$ cat config.mk
export PLATFORM = sky130hd
export DESIGN_NAME = seq_sub
export DESIGN_NICKNAME = d
export VERILOG_FILES = /design/src/rtl/seq_sub.sv
export SDC_FILE = /design/constraint.sdc
export NUM_CORES = 1
export LEC_CHECK = 0
export CAP_MARGIN = 5
export CORE_UTILIZATION = 40
export CTS_BUF_LIST = sky130_fd_sc_hd__clkbuf_4 sky130_fd_sc_hd__clkbuf_8 sky130_fd_sc_hd__clkbuf_16
export CTS_CLUSTER_DIAMETER = 40
export DETAILED_ROUTE_END_ITERATION = 10
export GPL_ROUTABILITY_DRIVEN = 0
export PLACE_DENSITY = 0.68
export SYNTH_ARGS = -nofsm -noshare
export SYNTH_HDL_FRONTEND = slang
export SYNTH_SLANG_ARGS = --single-unit
$ cat constraint.sdc
create_clock -name clk -period 1.9 [get_ports clk]
set_input_delay 0.38 -clock clk [delete_from_list [all_inputs] [get_ports clk]]
set_output_delay 0.38 -clock clk [all_outputs]
set_load 0.03 [all_outputs]
$ cat src/rtl/seq_sub.sv
// seq_sub: digit-serial subtractor, diff = a - b computed as a + ~b + 1, DIGIT bits per cycle, LSB first.
// Optional condition codes (zf/sf/of) are compiled in when SEQ_SUB_CC_EN is defined; otherwise they read 0.
module seq_sub #(
  parameter int WIDTH = 64,
  parameter int DIGIT = 4
) (
  input  logic             clk,
  input  logic             rst,
  input  logic             start,
  input  logic [WIDTH-1:0] a,
  input  logic [WIDTH-1:0] b,
  output logic             busy,
  output logic             done,
  output logic [WIDTH-1:0] diff,
  output logic             bout,
  output logic             zf,
  output logic             sf,
  output logic             of,
  output logic [1:0]       dbg_state
);

  localparam int N  = WIDTH / DIGIT;
  localparam int CW = (N > 1) ? $clog2(N) : 1;
  localparam logic [CW-1:0] LAST = CW'(N - 1);

  // Handshake: start is sampled on an edge only in IDLE or DONE (and never while rst=1);
  // busy is high for the N RUN cycles, done pulses for exactly one cycle with diff/flags valid.
  typedef enum logic [1:0] {
    S_IDLE = 2'd0,
    S_RUN  = 2'd1,
    S_DONE = 2'd2
  } state_t;

  state_t                 state_q, state_d;
  logic [WIDTH-1:0]       a_q, a_d;
  logic [WIDTH-1:0]       nb_q, nb_d;
  logic [WIDTH-DIGIT-1:0] res_q, res_d;
  logic [CW-1:0]          cnt_q, cnt_d;
  logic                   carry_q, carry_d;
  logic                   busy_q, busy_d;
  logic                   done_q, done_d;
  logic [WIDTH-1:0]       diff_q, diff_d;
  logic                   bout_q, bout_d;

  logic [DIGIT-1:0]       a_dig, nb_dig, sum_dig;
  logic [DIGIT:0]         rc;
  logic [WIDTH-1:0]       cat;

`ifdef SEQ_SUB_CC_EN
  logic a_msb_q, a_msb_d;
  logic b_msb_q, b_msb_d;
  logic zf_q, zf_d;
  logic sf_q, sf_d;
  logic of_q, of_d;
`endif

  // Operands are shifted right each RUN cycle, so the active digit is always the low slice.
  assign a_dig  = a_q[DIGIT-1:0];
  assign nb_dig = nb_q[DIGIT-1:0];

  always_comb begin
    rc[0] = carry_q;
    for (int i = 0; i < DIGIT; i++) begin
      sum_dig[i] = a_dig[i] ^ nb_dig[i] ^ rc[i];
      rc[i+1]    = (a_dig[i] & nb_dig[i]) | (rc[i] & (a_dig[i] ^ nb_dig[i]));
    end
  end

  // New digit enters from the MSB side; after the last digit cat holds the whole difference.
  assign cat = {sum_dig, res_q};

  always_comb begin
    state_d = state_q;
    a_d     = a_q;
    nb_d    = nb_q;
    res_d   = res_q;
    cnt_d   = cnt_q;
    carry_d = carry_q;
    busy_d  = busy_q;
    done_d  = 1'b0;
    diff_d  = diff_q;
    bout_d  = bout_q;
`ifdef SEQ_SUB_CC_EN
    a_msb_d = a_msb_q;
    b_msb_d = b_msb_q;
    zf_d    = zf_q;
    sf_d    = sf_q;
    of_d    = of_q;
`endif
    case (state_q)
      S_IDLE, S_DONE: begin
        if (start) begin
          a_d     = a;
          nb_d    = ~b;
          carry_d = 1'b1;
          cnt_d   = '0;
          busy_d  = 1'b1;
          state_d = S_RUN;
`ifdef SEQ_SUB_CC_EN
          a_msb_d = a[WIDTH-1];
          b_msb_d = b[WIDTH-1];
`endif
        end else begin
          state_d = S_IDLE;
        end
      end
      S_RUN: begin
        a_d     = a_q >> DIGIT;
        nb_d    = nb_q >> DIGIT;
        res_d   = cat[WIDTH-1:DIGIT];
        carry_d = rc[DIGIT];
        cnt_d   = cnt_q + 1'b1;
        if (cnt_q == LAST) begin
          cnt_d   = '0;
          diff_d  = cat;
          bout_d  = ~rc[DIGIT];
          busy_d  = 1'b0;
          done_d  = 1'b1;
          state_d = S_DONE;
`ifdef SEQ_SUB_CC_EN
          zf_d    = (cat == '0);
          sf_d    = cat[WIDTH-1];
          of_d    = (a_msb_q != b_msb_q) && (cat[WIDTH-1] != a_msb_q);
`endif
        end
      end
      default: state_d = S_IDLE;
    endcase
  end

  always_ff @(posedge clk) begin
    if (rst) begin
      state_q <= S_IDLE;
      a_q     <= '0;
      nb_q    <= '0;
      res_q   <= '0;
      cnt_q   <= '0;
      carry_q <= 1'b0;
      busy_q  <= 1'b0;
      done_q  <= 1'b0;
      diff_q  <= '0;
      bout_q  <= 1'b0;
`ifdef SEQ_SUB_CC_EN
      a_msb_q <= 1'b0;
      b_msb_q <= 1'b0;
      zf_q    <= 1'b0;
      sf_q    <= 1'b0;
      of_q    <= 1'b0;
`endif
    end else begin
      state_q <= state_d;
      a_q     <= a_d;
      nb_q    <= nb_d;
      res_q   <= res_d;
      cnt_q   <= cnt_d;
      carry_q <= carry_d;
      busy_q  <= busy_d;
      done_q  <= done_d;
      diff_q  <= diff_d;
      bout_q  <= bout_d;
`ifdef SEQ_SUB_CC_EN
      a_msb_q <= a_msb_d;
      b_msb_q <= b_msb_d;
      zf_q    <= zf_d;
      sf_q    <= sf_d;
      of_q    <= of_d;
`endif
    end
  end

  assign busy      = busy_q;
  assign done      = done_q;
  assign diff      = diff_q;
  assign bout      = bout_q;
  assign dbg_state = state_q;

`ifdef SEQ_SUB_CC_EN
  assign zf = zf_q;
  assign sf = sf_q;
  assign of = of_q;
`else
  assign zf = 1'b0;
  assign sf = 1'b0;
  assign of = 1'b0;
`endif

endmodule

==> qor.yml, run 1 <==
combPwrFrac_pct: 9.2
power_frac_seq_pct: 40.5
maxCapViolations: 0
placement.io_buffers: 199
drc_errors: 0
viasPerCell: 5.368
critPathSlowestCell: "fa_2"
max_stage_delay_ps: 550
die_x_microns: 157.5
period_minus_slack_ps: 2119
tightest_slew_ps: 772.2
nNetsFinal: 1337
finalMaxSlewViolations: 0
die_h_microns: 157.5
hold_violations: 0
cts-hold-fix-buffers: 0
grt_first_pass_wirelength_microns: 39500
clkLatencyLatePin_ps: 520
setup_viol: 3
cellLeakagePower_nw: 5.123
cp_common_cell: "fa_2"
vdd_drop_max_uv: 575.3
finalWorstSetupSlack_ps: -218.7
synth_seq_cells: 262
r2r_end: "res_q[59]"
ys_warn_count: 0
syn_area_sq_mm: 0.009667
synth_edf_count: 0
slew_headroom_pct: 48.52
switching_share_pct: 24.20
cts_made_buffers: 40
critPathLaunch: "a_q[0]"
cp.arrival_ps: 2550
fillers: 2127
diodes: 0
grt_pass1_vias: 7838
r2r-start: "a_q[0]"
grt_max_degree: 160
drtPass1Iterations: 5
cp_data_required_time_ps: 2340
ys_seq_area_share_pct: 54.26
skew_ps: 25.31
avgSynthCellArea_sq_um: 9.322
multi_input_area_sq_mm: 0.003951
worstRegToRegCells: 8
rsz0062_at_grt: "yes"
stdcell_count: 1549
worstHoldPathType: "in -> reg"
place_hpwl_microns: 14960
htreeDepth: 2
synth.distinct_cells: 32
path_max_fanout: 2
cts_tree: "built"
max_freq_mhz: 472.0
areaGrowthSynthToFinish_pct: 38.38
vias: 8315
grt_util_all_layers_pct: 19.74
holdWs_ps: 244.9
ys.flop_type: "dfxtp_1"
crit_path_start_kind: "flip-flop"
async_flop_share_pct: 0
drive_above_1_share_pct: 9.756
setup_tns_ps: -531.5
whs_path_depth: 3
clockPowerShare_pct: 50.3
status: "finished, violations left"
path_cells: "fa_2 > inv_2 > fa_2 > inv_2 > fa_2 > fa_2 > nand2_1 > a21oi_2"
grt-ovfl-total: 0
clk_pin_slew_ps: 60
synth_top_cells_by_area: "dfxtp_1, a21oi_1, nand3_1"
cts_sinks: 262
drt-total-wl_microns: 24540
finalInstanceArea_sq_mm: 0.01338
postRouteAntennaNets: 0
rows: 56
core_sq_mm: 0.02361
reg2reg_setup_slack_ps: -220
cp-end-kind: "flip-flop"
failed_checks: "setup timing"
pin_count: 203
start_util_pct: 40.94
cts_setup_buffers: 0
dpl_cell_area_sq_mm: 0.01210
cts_buffer_depth: 3
crit_type: "reg -> reg"
power.internal_w: 0.01091
powerDensity_mw_per_mm2: 1076
p_switching_w: 0.003485
numPlacedInstances: 1478
yosysTopAreaCellShare_pct: 54.26
hp-start: "rst"
synthCells: 1037
fin_crit_sh_pct: 111.5
avgRoutedWirePerCell_microns: 15.85
seqCellArea_sq_mm: 0.005246
hold_path_end: "done"
yosysTopAreaCell: "dfxtp_1"
antenna_found_initial: 2
die_area_sq_mm: 0.02479
drtIter0Drc: 441
cts_root_buffer: "clkbuf_16"
-- stage by stage --
stage	setup WS [ps]	power [W]	util, %
finish	-218.7	0.01440	56.65
global route	-306.8	0.01495	56.65
CTS	-233.3	0.01455	56.59
detailed placement	-225.0	0.007275	51.22
global placement	-182.5	0.007251	51.22
floorplan	-142.3	0.006673	-
-- synth_stat cells (4+ instances only) --
cell	number
dfxtp_1	262
a21oi_1	190
nand3_1	132
nand2_1	124
a22o_1	63
a22oi_1	60
a2bb2oi_1	60
clkbuf_1	51
buf_2	25
buf_1	20
buf_4	7
buf_6	6
nand2b_1	6
inv_1	5
fa_1	4
-- worst max path at each step --
stage	endpoint	depth (start not counted)
finish	res_q[59]	8
global route	res_q[59]	8
CTS	res_q[59]	8
detailed placement	res_q[59]	8
global placement	res_q[59]	8
floorplan	diff[63]	7
-- layer usage --
layer | up-vias | global-route usage [%] | part of all wire [%]
li1 | 4101 | - | -
met4 | 4 | 6.657 | 1.9
met3 | 44 | 5.369 | 7.1
met5 | - | 0 | 0.13
met2 | 251 | 31.33 | 47
met1 | 3915 | 25.80 | 44
-- state kept, by name, indices dropped and copies added (netlist names) --
| register | count |
|---|---|
| a_q | 64 |
| bout | 1 |
| busy | 1 |
| carry_q | 1 |
| cnt_q | 4 |
| dbg_state | 2 |
| diff | 64 |
| done | 1 |
| nb_q | 64 |
| res_q | 60 |
-- layout make-up --
type	count	area share (%)
Clock buffer	46	8.044
Multi-Input combinational cell	662	29.54
Sequential cell	262	39.22
Clock inverter	25	2.030
Timing Repair Buffer	229	17.98
Inverter	6	0.2058
Tap cell	319	2.984
-- repair_timing --
item,CTS,global route
setup endpoints to repair,71,6
pin swaps,0,0
resized for setup,70,4
-- logic make-up after synthesis --
group	after synthesis	share of synthesized area (%)
AO/OA/AOI/OAI	381	26.37
adder cells (fa/ha/maj)	5	0.9578
buffers and inverters	115	5.578
flip-flops	262	54.26
multiplexers	1	0.1165
other	1	0.03879
AND/OR/NAND/NOR	272	12.68
-- worst max-delay path, delay by kind of cell, from the launching register on --
| family | cells | cell delay, ps |
|---|---|---|
| DFF | 1 | 330 |
| adders and majority gates | 4 | 1450 |
| and+or+nand+nor | 1 | 60 |
| buffers and inverters | 2 | 100 |
| AOI/OAI and AO/OA | 1 | 110 |
-- power groups by stage --
stage	logic [W]	registers (W)	clock network, W
global placement	0.00132	0.00593	0
CTS	0.00133	0.00583	0.00739
detailed placement	0.00133	0.00594	0
finish	0.00133	0.00583	0.00724
floorplan	0.000758	0.00592	0
global route	0.00145	0.00585	0.00765
-- layout by cell type, fill, tap and decap left out, drive strengths merged, types with 3 or more instances in the layout --
master         synthesis  routed
a21oi                190     190
a22o                  63      63
a22oi                 60      60
a2bb2oi               60      60
buf                   58      31
bufinv                 0       3
clkbuf                51      46
clkdlybuf4s50          0     129
clkinv                 0      10
clkinvlp               0       5
conb                   1       3
dfxtp                262     262
dlygate4sd2            0      66
fa                     4       4
inv                    6      13
nand2                124     124
nand2b                 6       6
nand3                132     132
(Power assumes the default switching activity.)
==> run 2, diff against run 1 <==
Settings changed: CORE_MARGIN from default to 5, RECOVER_POWER from default to 25.
==> run 2 against run 1 <==
Compared with the run above: global-route usage down 2.3 points; maximum frequency down 0.18%; clock power up 3.9%; largest power group unchanged; critical endpoint unchanged; via count about the same; worst setup slack worse by 3.7 ps; the flow still finishes with violations (setup timing); combinational power down 5%.
==> qor.yml, run 2 (synthesized netlist as in run 1, its figures left out) <==
drc_errors: 0  # unchanged
crit_type: "reg -> reg"
cts_setup_buffers: 0  # unchanged
powerDensity_mw_per_mm2: 1102  # +2.4%
cp_data_required_time_ps: 2340  # about the same
start_util_pct: 40.94  # unchanged
cts_sinks: 262  # unchanged
finalWorstSetupSlack_ps: -222.5  # -3.733 ps
htreeDepth: 2  # unchanged
final_common_cell: "dfxtp_1"
finalMaxSlewViolations: 0  # unchanged
setup_viol: 53  # +50
cts_root_buffer: "clkbuf_16"
crit_path_start_kind: "flip-flop"
final_core_util_pct: 56.12  # -0.53 points
die_area_sq_mm: 0.02738  # +10%
diodes: 0  # unchanged
power.total_w: 0.01461  # +1.4%
rsz0062_at_grt: "yes"
die_x_microns: 165.5  # +5.1%
drt-total-wl_microns: 25020  # +2.0%
grt_pass1_vias: 7750  # -1.1%
grt-ovfl-total: 0  # unchanged
period_minus_slack_ps: 2122  # +3.733 ps
failed_checks: "setup timing"
clkLatencyLatePin_ps: 520  # about the same
cts_tree: "built"
place_hpwl_microns: 15770  # +5.4%
tightest_slew_ps: 708.2  # -63.99 ps
hp-start: "rst"
stdcell_count: 1546  # -0.19%
placement.io_buffers: 199  # unchanged
cellLeakagePower_nw: 5.048  # -1.5%
skew_ps: 10.94  # -14.37 ps
core_sq_mm: 0.02361  # unchanged
grt_max_degree: 130  # -19%
fin_crit_sh_pct: 111.7  # +0.20 points
grt_first_pass_wirelength_microns: 39650  # +0.40%
viasPerCell: 5.381  # +0.24%
areaGrowthSynthToFinish_pct: 37.08
slew_headroom_pct: 52.79  # +4.3 points
drive_above_1_share_pct: 9.291  # -0.47 points
vias: 8319  # +0.048%
status: "finished, violations left"
holdWs_ps: 286.3  # +41.35 ps
die_h_microns: 165.5  # +5.1%
nNetsFinal: 1333  # -0.30%
postRouteAntennaNets: 0  # unchanged
max_freq_mhz: 471.1  # -0.18%
grt_util_all_layers_pct: 17.46  # -2.3 points
avgRoutedWirePerCell_microns: 16.19  # +2.1%
cts_buffer_depth: 3  # unchanged
critPathLaunch: "a_q[0]"
drtPass1Iterations: 5  # unchanged
cts_made_buffers: 40  # unchanged
hold_violations: 0  # unchanged
cp-end-kind: "flip-flop"
maxCapViolations: 0  # unchanged
cp.arrival_ps: 2560  # about the same
numPlacedInstances: 1474  # -0.27%
vdd_drop_max_uv: 633.4  # +10%
clk_pin_slew_ps: 60  # about the same
rows: 56  # unchanged
antenna_found_initial: 3  # +1
pin_count: 203  # unchanged
worstHoldPathType: "in -> reg"
place_ws_ps: -222.2  # +2.828 ps
path_max_fanout: 2  # unchanged
final_cell_mix: "dfxtp_1, a21oi_1, nand3_1"
drtIter0Drc: 576  # +31%
r2r-start: "a_q[0]"
==> run 2: cell count changes in the layout (fill, tap and decap cells not counted), sizes merged <==
cell	change
clkbuf	-1
clkdlybuf4s15	-1
bufinv	+2
buf	-4
dlygate4sd2	+2
dlymetal6s2s	-2
clkinv	-1
clkinvlp	+2
==> run 2: area by class of cell <==
type,instances,area (sq um)
Timing Repair Buffer,225,2243
Clock inverter,28,354.1
Clock buffer,44,1050
Sequential cell,262,5246
Fill cell,2160,10360
Multi-Input combinational cell,662,3936
Tap cell,319,399.1
Inverter,6,22.52
==> run 2: worst paths after layout <==
kind	endpoint	slack [ps]	depth (start not counted)
hold reg to reg	res_q[2]	450	2
setup reg to reg	res_q[59]	-220	8
setup / recovery	res_q[59]	-220	8
hold / removal	done	290	3
==> run 2: through the flow <==
step | TNS, ps | cell area, sq um
after floorplan | -270.4 | 9686
after global placement | -410.5 | 11970
after detailed placement | -523.2 | 11970
after CTS | -551.6 | 13280
after global routing | -11140 | 13250
final | -3524 | 13250
==> run 2: report_power, final <==
part / internal, W / total [W] / switching (W)
clock network: 0.00477 / 0.00752 / 0.00276
registers: 0.00571 / 0.00583 / 0.000118
logic: 0.000605 / 0.00126 / 0.000653
==> run 2: worst max-delay path, stage by stage, from the launching register on <==
cell and delay [ps]:
dfxtp_2 330, fa_2 380, inv_2 60, fa_2 180, inv_2 40, fa_2 350, fa_2 560, nand2_1 50
a21oi_1 110
==> run 2: repair_timing <==
action	CTS	global route
hold buffers	0	0
pin swaps	0	0
resized for setup	71	1
endpoints found under the setup margin	72	5
==> run 2: routing by layer <==
metal  track usage [%]  vias to the layer above  share of wire [%]
li1                  -                     4095                  -
met1             23.51                     3930                 43
met2             27.26                      247                 46
met3             5.808                       41                9.0
met4             4.162                        6                1.3
met5                 0                        -               0.14
